File: src/rtl/serial_subtractor_if.sv
// Handshake and operand/result bundle for serial_subtractor.
// Optional ovf signal present only when SUB_SIGNED_OVF_EN is defined.
interface serial_subtractor_if #(
  parameter int WIDTH = 8
);
  logic             start;
  logic [WIDTH-1:0] a;
  logic [WIDTH-1:0] b;
  logic             busy;
  logic             done;
  logic [WIDTH-1:0] diff;
  logic             borrow_out;
`ifdef SUB_SIGNED_OVF_EN
  logic             ovf;
`endif

  modport master (
    output start, a, b,
`ifdef SUB_SIGNED_OVF_EN
    input  ovf,
`endif
    input  busy, done, diff, borrow_out
  );

  modport slave (
    input  start, a, b,
`ifdef SUB_SIGNED_OVF_EN
    output ovf,
`endif
    output busy, done, diff, borrow_out
  );
endinterface

File: src/rtl/serial_subtractor.sv
// Bit-serial a - b, LSB first, one full-subtractor cell + borrow reg.
// Define SUB_SIGNED_OVF_EN to add the registered signed-overflow flag.
module serial_subtractor #(
  parameter int WIDTH = 8
) (
  input logic             clk,
  input logic             rst_n,
  serial_subtractor_if.slave bus
);
  localparam int CW = $clog2(WIDTH + 1);

  typedef enum logic [1:0] {
    IDLE,
    SHIFT,
    DONE
  } state_t;

  state_t           state;
  state_t           state_nxt;
  logic [WIDTH-1:0] a_sr;
  logic [WIDTH-1:0] b_sr;
  logic [WIDTH-1:0] res_sr;
  logic [WIDTH-1:0] diff_q;
  logic             borrow_q;
  logic             br;
  logic [CW-1:0]    cnt;
  logic             d;
  logic             br_nxt;
  logic             last;
  logic             accept;

  assign d      = a_sr[0] ^ b_sr[0] ^ br;
  assign br_nxt = (~a_sr[0] & b_sr[0])
                | (~(a_sr[0] ^ b_sr[0]) & br);
  assign last   = (cnt == CW'(WIDTH - 1));
  assign accept = (state == IDLE) && bus.start;

  assign bus.busy       = (state != IDLE);
  assign bus.done       = (state == DONE);
  assign bus.diff       = diff_q;
  assign bus.borrow_out = borrow_q;

  // State register
  always_ff @(posedge clk or negedge rst_n) begin
    if (!rst_n) state <= IDLE;
    else        state <= state_nxt;
  end

  // Next-state: run WIDTH shifts, one DONE cycle, then idle
  always_comb begin
    state_nxt = state;
    unique case (state)
      IDLE:    if (bus.start) state_nxt = SHIFT;
      SHIFT:   if (last)      state_nxt = DONE;
      DONE:    state_nxt = IDLE;
      default: state_nxt = IDLE;
    endcase
  end

  // Operand shifting, borrow chain and bit counter
  always_ff @(posedge clk or negedge rst_n) begin
    if (!rst_n) begin
      a_sr   <= '0;
      b_sr   <= '0;
      res_sr <= '0;
      br     <= 1'b0;
      cnt    <= '0;
    end else begin
      unique case (1'b1)
        accept: begin
          a_sr   <= bus.a;
          b_sr   <= bus.b;
          res_sr <= '0;
          br     <= 1'b0;
          cnt    <= '0;
        end
        (state == SHIFT): begin
          a_sr   <= a_sr >> 1;
          b_sr   <= b_sr >> 1;
          res_sr <= {d, res_sr[WIDTH-1:1]};
          br     <= br_nxt;
          cnt    <= cnt + CW'(1);
        end
        default: ;
      endcase
    end
  end

  // Result registers: loaded only on the final shift, held otherwise
  always_ff @(posedge clk or negedge rst_n) begin
    if (!rst_n) begin
      diff_q   <= '0;
      borrow_q <= 1'b0;
    end else if (state == SHIFT && last) begin
      diff_q   <= {d, res_sr[WIDTH-1:1]};
      borrow_q <= br_nxt;
    end
  end

`ifdef SUB_SIGNED_OVF_EN
  logic a_msb;
  logic b_msb;
  logic ovf_q;

  assign bus.ovf = ovf_q;

  // Keep operand signs; d on the last shift is the result sign
  always_ff @(posedge clk or negedge rst_n) begin
    if (!rst_n) begin
      a_msb <= 1'b0;
      b_msb <= 1'b0;
      ovf_q <= 1'b0;
    end else if (accept) begin
      a_msb <= bus.a[WIDTH-1];
      b_msb <= bus.b[WIDTH-1];
    end else if (state == SHIFT && last) begin
      ovf_q <= (a_msb != b_msb) && (d != a_msb);
    end
  end
`endif

endmodule

File: src/flat_wrapper.sv
// flat-port wrapper written by rule: the top's interface ports become plain ports
module serial_subtractor_flat 
#(
  parameter int WIDTH = 8
)
  (clk, rst_n, bus_start, bus_a, bus_b, bus_busy, bus_done, bus_diff, bus_borrow_out);
  serial_subtractor_if #(.WIDTH(WIDTH)) bus_i ();
  input logic clk;
  input logic rst_n;
  input wire logic [$bits(bus_i.start)-1:0] bus_start;
  input wire logic [$bits(bus_i.a)-1:0] bus_a;
  input wire logic [$bits(bus_i.b)-1:0] bus_b;
  output wire logic [$bits(bus_i.busy)-1:0] bus_busy;
  output wire logic [$bits(bus_i.done)-1:0] bus_done;
  output wire logic [$bits(bus_i.diff)-1:0] bus_diff;
  output wire logic [$bits(bus_i.borrow_out)-1:0] bus_borrow_out;
  assign bus_i.start = bus_start;
  assign bus_i.a = bus_a;
  assign bus_i.b = bus_b;
  assign bus_busy = bus_i.busy;
  assign bus_done = bus_i.done;
  assign bus_diff = bus_i.diff;
  assign bus_borrow_out = bus_i.borrow_out;
  serial_subtractor #(.WIDTH(WIDTH)) u_core (.clk(clk), .rst_n(rst_n), .bus(bus_i));
endmodule
File: config.mk
export PLATFORM = sky130hd
export DESIGN_NAME = serial_subtractor_flat
export DESIGN_NICKNAME = d
export VERILOG_FILES = /design/src/rtl/serial_subtractor_if.sv /design/src/rtl/serial_subtractor.sv /design/src/flat_wrapper.sv
export SDC_FILE = /design/constraint.sdc
export NUM_CORES = 1
export LEC_CHECK = 0
export ABC_CLOCK_PERIOD_IN_PS = 1460
export CORE_AREA = 2 2 80 52
export DETAILED_ROUTE_END_ITERATION = 8
export DIE_AREA = 0 0 82 54
export HOLD_SLACK_MARGIN = 0.08
export PLACE_DENSITY_LB_ADDON = 0.05
export SYNTH_ARGS = -nofsm -noshare
export SYNTH_HDL_FRONTEND = slang
export SYNTH_SLANG_ARGS = --single-unit
File: constraint.sdc
create_clock -name clk -period 1.46 [get_ports clk]
set_input_delay 0.438 -clock clk [delete_from_list [all_inputs] [get_ports clk]]
set_output_delay 0.438 -clock clk [all_outputs]
set_load 0.05 [all_outputs]
==> results_dict.tcl <==
set metrics [dict create \
    status "complete, but fails checks" \
    violations "setup timing" \
    die_area_um2 4428 \
    dr_total_vias 1271 \
    seqPwrFrac 0.357 \
    crit_fanout 3 \
    syn_inst 154 \
    synth_top_family_by_area "simple AND/OR/NAND/NOR gates" \
    yosys.area.top_type "dfrtp_1" \
    synth-seq-cells 39 \
    synthAdderAreaFrac 0.01989 \
    cp_cell_sequence "or2_4 -> buf_8" \
    post-route-worst-setup-slack_ns -0.08208 \
    fin_hold_ws_ns 0.4855 \
    end_kind "primary output" \
    worstPathArrival_ns 1.10 \
    clock.fmax_ghz 0.6485 \
    drtPass1Iterations 4 \
    tightest_slew_ns 0.3797 \
    dieHeight_um 54 \
    drt_iter0_drc 50 \
    cts_tree "done" \
    reg2reg_from "u_core.state[1]" \
    grt_antenna_before_repair 0 \
    drive_above_1_share 0.3020 \
    finalMaxSlewViolations 0 \
    top_layer "met3" \
    cts_num_sinks 39 \
    drc 0 \
    p_sw_uw 2145 \
    initial_utilization 0.4322 \
    diodes 0 \
    nNetsFinal 222 \
    die_w_um 82 \
    final_cells 252 \
    gp_congestion 0.7045 \
    netSwitchingFraction 0.3921 \
    routedWlPerCell_um 14.70 \
    final_cell_mix "50 x nand2_1, 39 x dfrtp_1, 17 x clkdlybuf4s50_1, 13 x buf_12, 12 x o21ai_0" \
    htreeDepth 2 \
    comb_power_share 0.514 \
    grt_pass1_wl_um 5306 \
    r2r_slack_ns -0.05 \
    clkPwrFrac 0.130 \
    synth.top_cell.area_share 0.5968 \
    grt_usage 0.1661 \
    final_common_cell "nand2_1" \
    hold_violations 0 \
    fin_crit_sh 1.056 \
    slew_headroom 0.7469 \
    synth_nets 175 \
    hold_path.startpoint "u_core.b_sr[4]" \
    cts_max_path_buffers 2 \
    grt_overflow 0 \
    critPathRequiredTime_ns 1.02 \
    synth.distinct_cells 23 \
    synthXorXnorAreaFrac 0 \
    hp-class "reg2reg" \
    grt_pass1_vias 1106 \
    numCtsBuffers 5 \
    ant_nets 0 \
    clk-insertion-delay-late_ns 0.29 \
    core_area_um2 3784 \
    muxShareOfSynthArea 0.06733 \
    ys_top_cells_by_area "dfrtp_1 60%, nand2_1 12%, a22oi_1 6.4%, mux2_2 5.5%, o21ai_0 3.7%" \
    synth_area_um2 1635 \
    clockRootBuffer "clkbuf_8" \
    synth-seq-area-share 0.5968 \
    ir_worst_vdd_mv 1.305 \
    power.density_nw_per_um2 2233 \
    p_leak_uw 0.001120 \
    pin_count 30 \
    skew_ns 0.006985 \
    critical_path_class "reg2out" \
    p_int_uw 3326 \
    rsz0062_at_grt "yes" \
    fp-row-count 18 \
    cp_slowest_cell "dfrtp_1" \
    finalSetupViolations 10 \
    finalPower_uw 5471 \
    wl_um 3704 \
    synth_compound_area_frac 0.1186 \
    yosysWarnings 0 \
    vias_per_cell 5.044 \
    met2_length_um 1733 \
    min_period_ns 1.542 \
    path_clk_slew_ns 0.08 \
    io_buffers 29 \
    critPathLaunchType "register" \
    syn_to_final_growth_pct 49.81 \
    wl_met1_um 1763 \
    crit_start "u_core.state[1]" \
    grt_max_degree 30 \
    wl_met3_um 208 \
    drv_cap 0 \
    syn_avg_cell_area_um2 10.62 \
    placed_cells 236 \
    yosys.area_share.simple 0.1637 \
    dp_hpwl_um 2248 \
    max_stage_delay_ns 0.41 \
]
kinds of logic (layout without fill, tap and decap cells):
| logic type | count (synthesis) | after routing |
|---|---|---|
| flip-flops | 39 | 39 |
| adder cells (fa/ha/maj) | 2 | 2 |
| buffers and inverters | 12 | 60 |
| AO/OA/AOI/OAI | 30 | 30 |
| multiplexers | 10 | 10 |
| AND/OR/NAND/NOR | 61 | 61 |
state kept, by name, indices dropped and copies added (netlist names):
signal and flops:
u_core.res_sr 7, u_core.br 1, u_core.state 2, u_core.b_sr 8
u_core.bus.diff 8, u_core.cnt 4, u_core.a_sr 8, u_core.bus.borrow_out 1
layout make-up:
type | count | area, µm²
fill | 299 | 1334
sequential | 39 | 975.9
multi-input combinational | 103 | 676.9
timing repair buffer | 49 | 638.1
clock buffer | 6 | 72.57
tap | 50 | 62.56
clock inverter | 2 | 12.51
inverter | 3 | 11.26
power by group through the flow:
stage          combinational, µW  sequential [µW]  clock, µW
2_1_floorplan                998             2270          0
3_3_place_gp                2380             1920          0
3_5_place_dp                2450             1940          0
4_1_cts                     2530             1930        729
5_1_grt                     3010             2010        785
6_report                    2810             1950        710
critical path: cells and delay by family (launching register included):
kind          cells  cell delay [ns]
buf+inv           1             0.15
simple gates      1             0.26
flops             1             0.41
routing by layer:
| metal | vias to the layer above | track usage |
|---|---|---|
| met5 | - | 0 |
| met4 | 0 | 0.06667 |
| met3 | 0 | 0.05034 |
| met2 | 32 | 0.2385 |
| met1 | 631 | 0.2350 |
| li1 | 608 | - |
Yosys cell counts:
cell type / number
a21o_1: 1
a22oi_1: 14
and2b_1: 1
buf_1: 1
buf_2: 2
buf_6: 1
clkbuf_1: 5
dfrtp_1: 39
fa_1: 1
ha_1: 1
inv_1: 3
mux2_2: 8
mux2i_1: 2
nand2_1: 51
nand2b_1: 3
nand4_1: 1
nor2b_1: 1
nor3_4: 1
nor3b_1: 2
o21ai_0: 12
o21bai_1: 2
o22ai_1: 1
or2_2: 1
what timing repair did:
action                                 CTS  global route
hold buffers                             1             0
gates cloned                             0             3
endpoints found under the hold margin   15             0
resized for setup                        7            15
setup endpoints to repair                2            25
buffers inserted                         1             3
pin swaps                                0             5
stage by stage:
stage                     utilization  worst slack, ns  area, µm²  setup TNS (ns)
after floorplan                     -         -0.01769       1638         -0.1415
after global placement         0.5741          -0.1746       2172          -2.566
after detailed placement       0.5741          -0.2081       2172          -3.492
after CTS                      0.6088         -0.09552       2303         -0.1695
after global routing           0.6475          -0.1191       2450          -1.387
final                          0.6475         -0.08208       2450         -0.4570
worst paths after layout:
| path | end | depth (start not counted) |
|---|---|---|
| max | bus_busy | 2 |
| min reg2reg | u_core.b_sr[4] | 2 |
| max reg2reg | u_core.bus.diff[0] | 5 |
| min in group asynchronous | u_core.bus.diff[0] | 2 |
| min | u_core.b_sr[4] | 2 |
| max in group asynchronous | u_core.bus.diff[4] | 3 |
Note: power is estimated with default switching activity, not from simulation.
